<file path="src/rtl/btn_debounce_pkg.sv">
// rtl/btn_debounce_pkg.sv - default configuration constants for the multi-channel button debouncer
package btn_debounce_pkg;

  localparam int DEF_CH       = 4;
  localparam int DEF_STABLE   = 4;
  localparam int DEF_CNT_W    = 8;
  localparam int DEF_LONG_CYC = 16;
  localparam int DEF_LONG_W   = 16;

endpackage

</file>
<file path="src/rtl/btn_debounce_ch.sv">
// rtl/btn_debounce_ch.sv - one debounce channel: synchronizer, stability counter, edge pulses, optional long-press (BTN_LONG_PRESS_EN)
module btn_debounce_ch
  import btn_debounce_pkg::*;
#(
  parameter int STABLE   = DEF_STABLE,
  parameter int CNT_W    = DEF_CNT_W,
  parameter int LONG_CYC = DEF_LONG_CYC,
  parameter int LONG_W   = DEF_LONG_W
) (
  input  logic clk,
  input  logic rst_n,
  input  logic btn,
  output logic level,
  output logic press,
  output logic rel,
  output logic long_pulse
);

  logic             s1;
  logic             s2;
  logic [CNT_W-1:0] cnt;

  // two-flop synchronizer for the raw asynchronous button level
  always_ff @(posedge clk or negedge rst_n) begin
    if (!rst_n) begin
      s1 <= 1'b0;
      s2 <= 1'b0;
    end else begin
      s1 <= btn;
      s2 <= s1;
    end
  end

  // accept a new level only after it has differed from the current one for STABLE samples
  always_ff @(posedge clk or negedge rst_n) begin
    if (!rst_n) begin
      cnt   <= '0;
      level <= 1'b0;
      press <= 1'b0;
      rel   <= 1'b0;
    end else begin
      press <= 1'b0;
      rel   <= 1'b0;
      if (s2 == level) begin
        cnt <= '0;
      end else if (cnt == CNT_W'(STABLE - 1)) begin
        level <= s2;
        cnt   <= '0;
        press <= s2;
        rel   <= ~s2;
      end else begin
        cnt <= cnt + CNT_W'(1);
      end
    end
  end

`ifdef BTN_LONG_PRESS_EN
  logic [LONG_W-1:0] long_cnt;

  // count held cycles, saturate at LONG_CYC and pulse once on reaching it
  always_ff @(posedge clk or negedge rst_n) begin
    if (!rst_n) begin
      long_cnt   <= '0;
      long_pulse <= 1'b0;
    end else begin
      long_pulse <= 1'b0;
      if (!level) begin
        long_cnt <= '0;
      end else if (long_cnt != LONG_W'(LONG_CYC)) begin
        long_cnt   <= long_cnt + LONG_W'(1);
        long_pulse <= (long_cnt == LONG_W'(LONG_CYC - 1));
      end
    end
  end
`else
  logic unused_long_cfg;
  assign unused_long_cfg = ^{LONG_CYC, LONG_W};
  assign long_pulse      = 1'b0;
`endif

endmodule

</file>
<file path="src/rtl/btn_debounce_multi.sv">
// rtl/btn_debounce_multi.sv - CH independent debounced buttons with press/release/long pulses (BTN_LONG_PRESS_EN)
module btn_debounce_multi
  import btn_debounce_pkg::*;
#(
  parameter int CH       = DEF_CH,
  parameter int STABLE   = DEF_STABLE,
  parameter int CNT_W    = DEF_CNT_W,
  parameter int LONG_CYC = DEF_LONG_CYC,
  parameter int LONG_W   = DEF_LONG_W
) (
  input  logic          CLK,
  input  logic          RST,
  input  logic [CH-1:0] BTN,
  output logic [CH-1:0] BTNQ,
  output logic [CH-1:0] PRESS,
  output logic [CH-1:0] RELEASE,
  output logic [CH-1:0] LONG
);

  for (genvar i = 0; i < CH; i++) begin : g_ch
    btn_debounce_ch #(
      .STABLE  (STABLE),
      .CNT_W   (CNT_W),
      .LONG_CYC(LONG_CYC),
      .LONG_W  (LONG_W)
    ) u_ch (
      .clk       (CLK),
      .rst_n     (RST),
      .btn       (BTN[i]),
      .level     (BTNQ[i]),
      .press     (PRESS[i]),
      .rel       (RELEASE[i]),
      .long_pulse(LONG[i])
    );
  end

endmodule

</file>
<file path="config.mk">
export PLATFORM = sky130hd
export DESIGN_NAME = btn_debounce_multi
export DESIGN_NICKNAME = d
export VERILOG_FILES = /design/src/rtl/btn_debounce_pkg.sv /design/src/rtl/btn_debounce_ch.sv /design/src/rtl/btn_debounce_multi.sv
export SDC_FILE = /design/constraint.sdc
export NUM_CORES = 1
export LEC_CHECK = 0
export BUFFER_PORTS_ARGS = -buffer_cell sky130_fd_sc_hd__buf_4
export CAP_MARGIN = 25
export CORE_ASPECT_RATIO = 0.8
export CORE_MARGIN = 3
export CORE_UTILIZATION = 30
export CTS_CLUSTER_DIAMETER = 120
export DETAILED_ROUTE_END_ITERATION = 7
export GPL_TIMING_DRIVEN = 0
export PLACE_DENSITY = 0.58
export RECOVER_POWER = 50
export SETUP_SLACK_MARGIN = 0.4
export SYNTH_ARGS = -nofsm -noshare
export SYNTH_HDL_FRONTEND = slang
export SYNTH_SLANG_ARGS = --single-unit
</file>
<file path="constraint.sdc">
create_clock -name CLK -period 2 [get_ports CLK]
set_clock_uncertainty 0.2 [all_clocks]
set_input_delay 0.2 -clock CLK [delete_from_list [all_inputs] [get_ports CLK]]
set_output_delay 0.2 -clock CLK [all_outputs]
set_load 0.01 [all_outputs]
</file>
Word-level counts from Yosys, hierarchy flattened
Cells that the tools add are included.
- register bits after elaboration: 52
- input port bits: 6
- output and inout port bits: 16
- add/subtract/negate cells: 4
- eq/ne operators: 8
- muxes and demuxes: 24
- bitwise gates (word level): 8
- reduce and logical (&&, ||, !) cells: 4
- operator list (kind ; number):
    two-way mux 8 bit ; 8
    adder 8 x 1 -> 8 bit, second input constant ; 4
    == test 8 x 2 -> 1 bit, second input constant ; 4
    two-way mux 1 bit ; 16
    NOT 1 bit ; 8
    AND reduction 2 bit ; 4
    == test 1 bit ; 4

Depth between registers and ports, before layout
Gate-level depths: netlist of the first run.
- depth in word-level cells: 3
- depth in mapped cells: 4
- gate-level depth less buffers: 4

Modules after synthesis
A second synthesis of the first run with hierarchy kept.
- cell total of the unflattened synthesis: 189
- area total of the unflattened synthesis: 2239.6 um^2
- by module, submodules not included (module ; times used ; cells each ; area each (um^2)):
    btn_debounce_ch (g_ch[0].u_ch ...) ; 3 ; 47 ; 560.5
    btn_debounce_ch (g_ch[1].u_ch) ; 1 ; 48 ; 558.0

Worst setup path after synthesis of the first run
OpenSTA, ideal clock, no wires.
- kind: register to register
- start point: register g_ch[3].u_ch.cnt[3]
- end point: register g_ch[3].u_ch.level
- library setup time: 125 ps
- arrival: 1630 ps
- data required time: 1675 ps
- setup slack: 45 ps
- cell stages (with the launch flop): 4
- path buffers: 0
- clock period less this slack: 1955 ps
- cells stage by stage: dfrtp_1 > or4_4 > or3_4 > mux2_4
- word-level cells in the longest chain between the ends: 2
- RTL lines (element ; RTL line ; text):
    start: declaration ; btn_debounce_ch.sv:21 ; logic [CNT_W-1:0] cnt;
    start signal: assignment ; btn_debounce_ch.sv:52 ; cnt <= cnt + CNT_W'(1);
    == test 8 x 2 -> 1 bit ; btn_debounce_ch.sv:46 ; end else if (cnt == CNT_W'(STABLE - 1)) begin
    AND reduction 2 bit (no line) ; -- ;
    end signal: assignment ; btn_debounce_ch.sv:38 ; level <= 1'b0;
    end signal: assignment ; btn_debounce_ch.sv:47 ; level <= s2;
    end: declaration ; btn_debounce_ch.sv:13 ; output logic level,
Every way passes these cells.
A chain may end at the register's enable or synchronous reset.

Final worst setup path of the first run
- start point: register g_ch[3].u_ch.cnt[7]
- end point: register g_ch[3].u_ch.level
The elaborated chain is that of the path after synthesis.

==> flow_metrics.env, run 1 <==
export IMPL_status="complete, no violations"
export IMPL_end_kind="register"
export IMPL_die_area_um2=8620
export IMPL_ctsHtreeMaxLevel=2
export IMPL_max_freq_ghz=0.517
export IMPL_grt_use_total_pct=9.37
export IMPL_fin_setup_tns_ns=0
export IMPL_slowest_delay_ns=0.54
export IMPL_grt_start_max_net_pins=53
export IMPL_core_um2=7090
export IMPL_drive_gt1_share_pct=29.3
export IMPL_antenna_found_initial=0
export IMPL_crit_slowest_cell="or4_4"
export IMPL_cts_path_max_buffers=2
export IMPL_drc=0
export IMPL_synth_edff_count=0
export IMPL_period_minus_slack_ns=1.93
export IMPL_min_to="g_ch[2].u_ch.s2"
export IMPL_ioPinCount=22
export IMPL_worst_r2r_setup_slack_ns=0.07
export IMPL_synth_cells=202
export IMPL_clock_sinks=52
export IMPL_diodes=0
export IMPL_route_antenna_remaining_nets=0
export IMPL_numCtsBuffers=5
export IMPL_cell_internal_pwr_mw=2.00
export IMPL_p_comb_share_pct=27.1
export IMPL_drtIter0Drc=59
export IMPL_dpl_hpwl_mm=2.43
export IMPL_syn_area_um2=2260
export IMPL_num_vias=1487
export IMPL_p_switching_uw=843
export IMPL_fillCellCount=690
export IMPL_crit_chain="or4_4 -> or3_4 -> mux2_4"
export IMPL_reg2reg_depth=3
export IMPL_path_max_fanout=4
export IMPL_seq_power_share_pct=47.6
export IMPL_r2r_end="g_ch[3].u_ch.level"
export IMPL_whs_path_depth=0
export IMPL_cp_arrival_ns=1.93
export IMPL_rows=27
export IMPL_finalHoldViolCount=0
export IMPL_place_congestion=0.762
export IMPL_finalSetupViolations=0
export IMPL_drv_cap=0
export IMPL_power_density_nw_per_um2=1010
export IMPL_grt_pass1_wl_mm=6.67
export IMPL_multi_input_area_um2=935
export IMPL_ys_ff_latch=52
export IMPL_slew_headroom_pct=25.0
export IMPL_critical_path_class="reg2reg"
export IMPL_post_drt_wl_per_cell_um=11.0
export IMPL_grt_pass1_vias=1444
export IMPL_ys_seq_area_share_pct=57.6
export IMPL_wirelength_mm=3.61
export IMPL_setup_worst_path_start_class="register"
export IMPL_fin_crit_sh_pct=96.7
export IMPL_p_leak_nw=1.25
export IMPL_grt_ovfl_total=0
export IMPL_regArea_um2=1300
export IMPL_holdWs_ns=0.157
export IMPL_crit_buf_inv=0
export IMPL_port_buffers=17
export IMPL_area_delta_synth_final_pct=24.7
export IMPL_initial_core_util_pct=31.9
export IMPL_cts_tree="built"
export IMPL_worst_ep_required_time_ns=1.99
export IMPL_cts_root_buf="clkbuf_8"
export IMPL_r2r_start="g_ch[3].u_ch.cnt[7]"
export IMPL_clock_latency_ns=0.30
export IMPL_clockPowerShare_pct=25.4
export IMPL_hp_start="g_ch[2].u_ch.s1"
export IMPL_final_cell_mix="51 x dfrtp_1, 34 x buf_4, 16 x nor2_1"
export IMPL_peakVddDrop_mv=0.443
export IMPL_hp_class="reg2reg"
export IMPL_path_clk_slew_ns=0.10
export IMPL_crit_family="simple AND/OR/NAND/NOR gates"
export IMPL_via_per_inst=4.52
export IMPL_layout_commonest_cell="dfrtp_1"
export IMPL_nNetsFinal=251
export IMPL_async_reset_ff_share_pct=100
export IMPL_cp_depth=3
export IMPL_drtPass1Iterations=4
export IMPL_die_h_um=83.6
export IMPL_syn_mean_instance_area_um2=11.2
export IMPL_rsz0062_at_grt="yes"
export IMPL_synth_cell_type_count=30
export IMPL_die_width_um=103
export IMPL_synth_warnings=0
export IMPL_p_sw_share_pct=29.7
export IMPL_worstMarginPinSlew_ns=1.12
export IMPL_synth_ff_type="dfrtp_1"
export IMPL_slew_viol_final=0
## registers in the layout, indices dropped and copies added, names as in the netlist
signal           count
g_ch.u_ch.level      4
g_ch.u_ch.s2         4
g_ch.u_ch.rel        4
g_ch.u_ch.s1         4
g_ch.u_ch.press      4
g_ch.u_ch.cnt       32
## Yosys cell counts, types with 2 or more instances
library cell / number / share of area [%]
nor4b_1: 2 / 0.77
ha_1: 4 / 2.2
xnor2_1: 5 / 1.9
mux2_2: 3 / 1.5
nand2_1: 10 / 1.7
nor3_1: 2 / 0.44
buf_4: 16 / 5.3
nand3_1: 14 / 3.1
dfrtp_1: 52 / 58
nor2_1: 16 / 2.7
or3_1: 12 / 3.3
xor2_1: 11 / 4.3
o21ai_0: 12 / 2.7
nand4_1: 4 / 1.1
inv_1: 3 / 0.50
a21oi_1: 13 / 2.9
a21bo_2: 2 / 0.89
nor3b_1: 9 / 3.0
## logic make-up (layout without fill, tap and decap cells)
group | count (synthesis) | after routing | share of synthesized area (%)
AO/OA/AOI/OAI | 30 | 30 | 7.42
XOR/XNOR | 16 | 16 | 6.20
adder cells (fa/ha/maj) | 4 | 4 | 2.21
buffers and inverters | 19 | 56 | 5.81
flip-flops | 52 | 52 | 57.6
multiplexers | 4 | 4 | 2.16
other | 1 | 4 | 0.166
AND/OR/NAND/NOR | 76 | 76 | 18.5
## routing by layer
metal,global-route usage [%],part of all wire (%),wire (µm)
met3,3.01,3.8,138
met5,0,0,0
met4,2.12,0.39,14
met1,14.0,52,1890
met2,13.1,43,1560
## power groups by stage
stage               Combinational [mW]  Sequential [mW]  Clock, mW
global placement                 0.670             1.37          0
finish                           0.768             1.35      0.720
detailed placement               0.684             1.37          0
CTS                              0.758             1.34      0.753
floorplan                        0.492             1.33          0
global route                     0.885             1.38      0.794
## through the flow
step,power [mW],instance area (µm²),std cells,util [%],worst slack [ns]
2_1_floorplan,1.83,2280,205,-,0.117
3_3_place_gp,2.04,2520,309,35.5,0.0818
3_5_place_dp,2.05,2520,309,35.5,0.0784
4_1_cts,2.85,2760,326,38.9,0.0675
5_1_grt,3.06,2820,329,39.8,0.00914
6_report,2.84,2820,329,39.8,0.0650
## worst max path at each step
stage / start / endpoint
3_5_place_dp: g_ch[3].u_ch.cnt[4] / g_ch[3].u_ch.level
6_report: g_ch[3].u_ch.cnt[7] / g_ch[3].u_ch.level
5_1_grt: g_ch[3].u_ch.cnt[7] / g_ch[3].u_ch.level
2_1_floorplan: g_ch[3].u_ch.cnt[4] / g_ch[3].u_ch.level
4_1_cts: g_ch[3].u_ch.cnt[7] / g_ch[3].u_ch.level
3_3_place_gp: g_ch[3].u_ch.cnt[4] / g_ch[3].u_ch.level
## layout make-up
type	instances	share of cell area, %
Sequential cell	52	46.2
Multi-Input combinational cell	134	33.1
Timing Repair Buffer	29	8.21
Buffer	16	4.26
Tap cell	87	3.86
Clock buffer	6	2.57
Clock inverter	2	1.38
Inverter	3	0.399
## what timing repair did
| item | 4_1_cts | 5_1_grt |
|---|---|---|
| cloned | 0 | 0 |
| hold endpoints to repair | 56 | 0 |
| setup buffers | 4 | 3 |
| hold buffers | 5 | 0 |
| setup endpoints to repair | 16 | 15 |
| resized for setup | 9 | 9 |
| pin swaps | 0 | 3 |
No activity file was read; power rests on OpenSTA's default activity.
==> run 2: changes to the inputs <==
- CORE_UTILIZATION: 30 -> 45
- PLACE_DENSITY: 0.58 -> 0.76
==> run 2 against run 1 <==
  * Register-to-register slack is essentially flat
  * Critical path depth is the same
  * Cell area shrank 1.1%
  * Core utilization grew 19 points
  * Wire length grew 3.2%
  * Clock-buffer cell count shrank 1
  * Sequential power is essentially flat
  * Final cell count shrank 8.5%
==> flow_metrics.env, run 2 (synthesis gave the netlist of run 1 again) <==
export IMPL_finalPower_mw=2.83
export IMPL_slew_headroom_pct=17.3
export IMPL_drtPass1Iterations=4
export IMPL_ctsHtreeMaxLevel=2
export IMPL_fin_area_um2=2790
export IMPL_antenna_found_initial=0
export IMPL_layout_setup_ws_ns=0.0790
export IMPL_worstMarginPinSlew_ns=1.24
export IMPL_dpl_hpwl_mm=2.40
export IMPL_worst_ep_required_time_ns=2.00
export IMPL_setup_worst_path_start_class="register"
export IMPL_grt_ovfl_total=0
export IMPL_p_leak_nw=1.25
export IMPL_route_antenna_remaining_nets=0
export IMPL_drv_cap=0
export IMPL_clock_sinks=52
export IMPL_place_congestion=0.799
export IMPL_hp_class="reg2reg"
export IMPL_peakVddDrop_mv=0.705
export IMPL_status="complete, no violations"
export IMPL_regArea_um2=1300
export IMPL_area_delta_synth_final_pct=23.4
export IMPL_layout_commonest_cell="dfrtp_1"
export IMPL_final_cell_mix="52 x dfrtp_1, 35 x buf_4, 16 x nor2_1"
export IMPL_power_density_nw_per_um2=1020
export IMPL_grt_start_max_net_pins=53
export IMPL_rsz0062_at_grt="yes"
export IMPL_holdWs_ns=0.154
export IMPL_die_width_um=85.3
export IMPL_die_area_um2=5920
export IMPL_core_um2=4710
export IMPL_drtIter0Drc=117
export IMPL_grt_pass1_wl_mm=6.67
export IMPL_initial_core_util_pct=48.0
export IMPL_num_vias=1509
export IMPL_finalSetupViolations=0
export IMPL_drc=0
export IMPL_cts_tree="built"
export IMPL_max_freq_ghz=0.521
export IMPL_cp_arrival_ns=1.92
export IMPL_wirelength_mm=3.72
export IMPL_via_per_inst=5.01
export IMPL_critical_path_class="reg2reg"
export IMPL_fin_setup_tns_ns=0
export IMPL_finalHoldViolCount=0
export IMPL_path_clk_slew_ns=0.09
export IMPL_port_buffers=17
export IMPL_drive_gt1_share_pct=28.2
export IMPL_fillCellCount=388
export IMPL_place_area_um2=2490
export IMPL_path_max_fanout=4
export IMPL_post_drt_wl_per_cell_um=12.4
export IMPL_cts_root_buf="clkbuf_8"
export IMPL_fin_crit_sh_pct=96.0
export IMPL_grt_pass1_vias=1506
export IMPL_clock_latency_ns=0.30
export IMPL_die_h_um=69.4
export IMPL_period_minus_slack_ns=1.92
export IMPL_diodes=0
export IMPL_multi_input_area_um2=943
export IMPL_end_kind="register"
export IMPL_ioPinCount=22
export IMPL_rows=22
export IMPL_nNetsFinal=252
export IMPL_grt_use_total_pct=14.3
export IMPL_largest_reg_flops=32
export IMPL_slew_viol_final=0
export IMPL_place_ws_ns=0.0773
export IMPL_cts_path_max_buffers=2
export IMPL_top_register="g_ch.u_ch.cnt"
export IMPL_numCtsBuffers=5
-- run 2: final timing paths --
kind                                      from                  end  slack [ns]  cells past startpoint
hold reg to reg                g_ch[2].u_ch.s1      g_ch[2].u_ch.s2        0.15                      0
min in group asynchronous                  RST      g_ch[3].u_ch.s1        0.50                      2
hold / removal                 g_ch[2].u_ch.s1      g_ch[2].u_ch.s2        0.15                      0
setup / recovery           g_ch[3].u_ch.cnt[7]   g_ch[3].u_ch.level        0.08                      3
max in group asynchronous                  RST  g_ch[1].u_ch.cnt[4]        0.37                      2
setup reg to reg           g_ch[3].u_ch.cnt[7]   g_ch[3].u_ch.level        0.08                      3
-- run 2: per-layer routing --
layer / vias to the layer above / global-route usage, % / wire length (µm)
met3: 7 / 3.80 / 144
met2: 25 / 22.3 / 1780
met5: - / 0 / 0
met4: 0 / 7.56 / 89
li1: 761 / - / -
met1: 716 / 18.2 / 1710
-- run 2: cell type report --
type	count	share of cell area [%]
clock inverters	1	1.08
inverters	3	0.404
repair buffers	30	8.57
clock buffers	5	2.47
well taps	60	2.69
plain buffers	16	4.31
multi-input cells	134	33.8
flip-flops and latches	52	46.7
-- run 2: report_power, final --
part | leakage, nW | internal (mW) | switching [mW]
logic | 0.510 | 0.445 | 0.348
registers | 0.691 | 1.19 | 0.161
clock network | 0.0501 | 0.360 | 0.327
-- run 2: per-stage QoR --
step	util, %	instances
2_1_floorplan	-	205
3_3_place_gp	52.8	282
3_5_place_dp	52.8	282
4_1_cts	57.6	297
5_1_grt	59.3	301
6_report	59.3	301
-- run 2: critical path, stage by stage, from the launching register on --
cell,delay [ns]
dfrtp_1,0.41
or4_4,0.54
or3_4,0.37
mux2_4,0.30
-- run 2: timing repair --
| item | CTS | global route |
|---|---|---|
| gates resized for setup | 9 | 9 |
| setup buffers | 4 | 4 |
| setup endpoints to repair | 10 | 20 |
| hold buffers | 5 | 0 |
| pin swaps | 0 | 3 |
| hold endpoints to repair | 56 | 0 |
==> run 3: changes to the inputs <==
- CTS_BUF_LIST: default -> sky130_fd_sc_hd__clkbuf_8
- PLACE_DENSITY: 0.76 -> 0.7
==> run 3 against run 2 <==
  * Final cell count is 1.7% higher
  * Cell area rose by 0.54%
  * Clock-buffer cell count up 1
  * Die area did not move
  * Sequential share of layout area is 0.25 points lower
  * First-iteration DRC count shrank 42%
  * Fmax increased by 1.3%
  * Critical path depth did not move
  * Global-route usage decreased by 0.14 points
  * Core utilization increased by 0.32 points
  * Clock power down 10%
  * Via count up 2.8%
  * Largest power group unchanged
==> flow_metrics.env, run 3 (synthesis gave the netlist of run 1 again) <==
export IMPL_status="complete, no violations"
export IMPL_crit_family="simple AND/OR/NAND/NOR gates"
export IMPL_cts_root_buf="clkbuf_8"
export IMPL_fin_crit_sh_pct=94.8
export IMPL_worstMarginPinSlew_ns=1.24
export IMPL_numCtsBuffers=5
export IMPL_cts_path_max_buffers=2
export IMPL_place_ws_ns=0.0765
export IMPL_grt_pass1_wl_mm=6.82
export IMPL_place_congestion=0.808
export IMPL_dpl_hpwl_mm=2.39
export IMPL_cp_arrival_ns=1.90
export IMPL_largest_reg_flops=32
export IMPL_route_antenna_remaining_nets=0
export IMPL_wirelength_mm=3.74
export IMPL_multi_input_area_um2=945
export IMPL_slew_viol_final=0
export IMPL_layout_cells_non_filler=306
export IMPL_rows=22
export IMPL_layout_setup_ws_ns=0.103
export IMPL_slowest_delay_ns=0.53
export IMPL_setup_worst_path_start_class="register"
export IMPL_p_leak_nw=1.26
export IMPL_antenna_found_initial=0
export IMPL_path_max_fanout=4
export IMPL_regArea_um2=1300
export IMPL_clock_latency_ns=0.30
export IMPL_port_buffers=17
export IMPL_crit_buf_inv=0
export IMPL_ioPinCount=22
export IMPL_grt_pass1_vias=1550
export IMPL_drtPass1Iterations=4
export IMPL_finalSetupViolations=0
export IMPL_path_clk_slew_ns=0.09
export IMPL_cts_tree="built"
export IMPL_die_area_um2=5920
export IMPL_final_cell_mix="52 x dfrtp_1, 39 x buf_4, 16 x nor2_1"
export IMPL_hp_class="reg2reg"
export IMPL_area_delta_synth_final_pct=24.0
export IMPL_initial_core_util_pct=48.0
export IMPL_nNetsFinal=255
export IMPL_clock_sinks=52
export IMPL_via_per_inst=5.07
export IMPL_drtIter0Drc=68
export IMPL_num_vias=1551
export IMPL_grt_ovfl_total=0
export IMPL_power_density_nw_per_um2=995
export IMPL_drc=0
export IMPL_placed_cells=282
export IMPL_final_util_pct=59.6
export IMPL_end_kind="register"
export IMPL_drv_cap=0
export IMPL_top_register="g_ch.u_ch.cnt"
export IMPL_ctsHtreeMaxLevel=2
export IMPL_diodes=0
export IMPL_peakVddDrop_mv=0.577
export IMPL_grt_start_max_net_pins=53
export IMPL_finalHoldViolCount=0
export IMPL_drive_gt1_share_pct=30.1
export IMPL_post_drt_wl_per_cell_um=12.2
export IMPL_layout_commonest_cell="dfrtp_1"
export IMPL_crit_chain="or4_4 -> or3_4 -> mux2_4"
export IMPL_crit_slowest_cell="or4_4"
export IMPL_critical_path_class="reg2reg"
export IMPL_die_width_um=85.3
export IMPL_die_h_um=69.4
export IMPL_fin_setup_tns_ns=0
export IMPL_max_freq_ghz=0.527
export IMPL_rsz0062_at_grt="yes"
export IMPL_slew_headroom_pct=17.4
export IMPL_period_minus_slack_ns=1.90
export IMPL_fillCellCount=400
export IMPL_worst_ep_required_time_ns=2.00
export IMPL_grt_use_total_pct=14.2
export IMPL_core_um2=4710
run 3: cell count changes in the layout (fill, tap and decap cells not counted), sizes merged:
cell,before,now
buf,36,39
inv,3,4
clkbuf,10,11
clkinvlp,0,1
bufinv,1,0
run 3: report_power, final:
part | total [mW] | switching, mW | internal, mW
clock | 0.616 | 0.339 | 0.277
combinational | 0.823 | 0.367 | 0.456
sequential | 1.35 | 0.158 | 1.19
total | 2.79 | 0.864 | 1.93
run 3: final timing paths:
check,from,endpoint,slack (ns),depth (start not counted)
worst max register to register,g_ch[3].u_ch.cnt[7],g_ch[3].u_ch.level,0.10,3
worst min register to register,g_ch[1].u_ch.s1,g_ch[1].u_ch.s2,0.15,0
max in group asynchronous,RST,g_ch[1].u_ch.cnt[0],0.36,2
min in group asynchronous,RST,g_ch[3].u_ch.s2,0.50,2
worst max-delay path,g_ch[3].u_ch.cnt[7],g_ch[3].u_ch.level,0.10,3
worst min-delay path,g_ch[1].u_ch.s1,g_ch[1].u_ch.s2,0.15,0
run 3: per-stage QoR:
stage                     cell area, µm²  hold WS [ns]  total power [mW]
after floorplan                     2280        -0.296              1.83
after CTS                           2730         0.157              2.75
final                               2800         0.153              2.79
after global placement              2490        0.0682              2.03
after detailed placement            2490        0.0709              2.05
after global routing                2800         0.154              2.99
run 3: cell type report:
| type | instances | share of cell area [%] |
|---|---|---|
| clock inverters | 2 | 0.402 |
| repair buffers | 33 | 9.19 |
| multi-input cells | 134 | 33.7 |
| inverters | 3 | 0.402 |
| clock buffers | 6 | 2.95 |
| flip-flops and latches | 52 | 46.4 |
| well taps | 60 | 2.68 |
| plain buffers | 16 | 4.28 |
run 3: repair_timing:
item	in CTS	in global routing
resized for setup	9	8
endpoints found under the setup margin	10	14
buffers inserted	7	4
hold buffers	5	0
hold endpoints to repair	56	0
pin swaps	1	3
run 3: layer usage:
layer | vias to the layer above | share of wire [%] | track usage (%)
li1 | 769 | - | -
met3 | 5 | 3.6 | 3.56
met2 | 20 | 47 | 22.7
met4 | 0 | 1.5 | 5.27
met5 | - | 0 | 0
met1 | 757 | 48 | 18.6
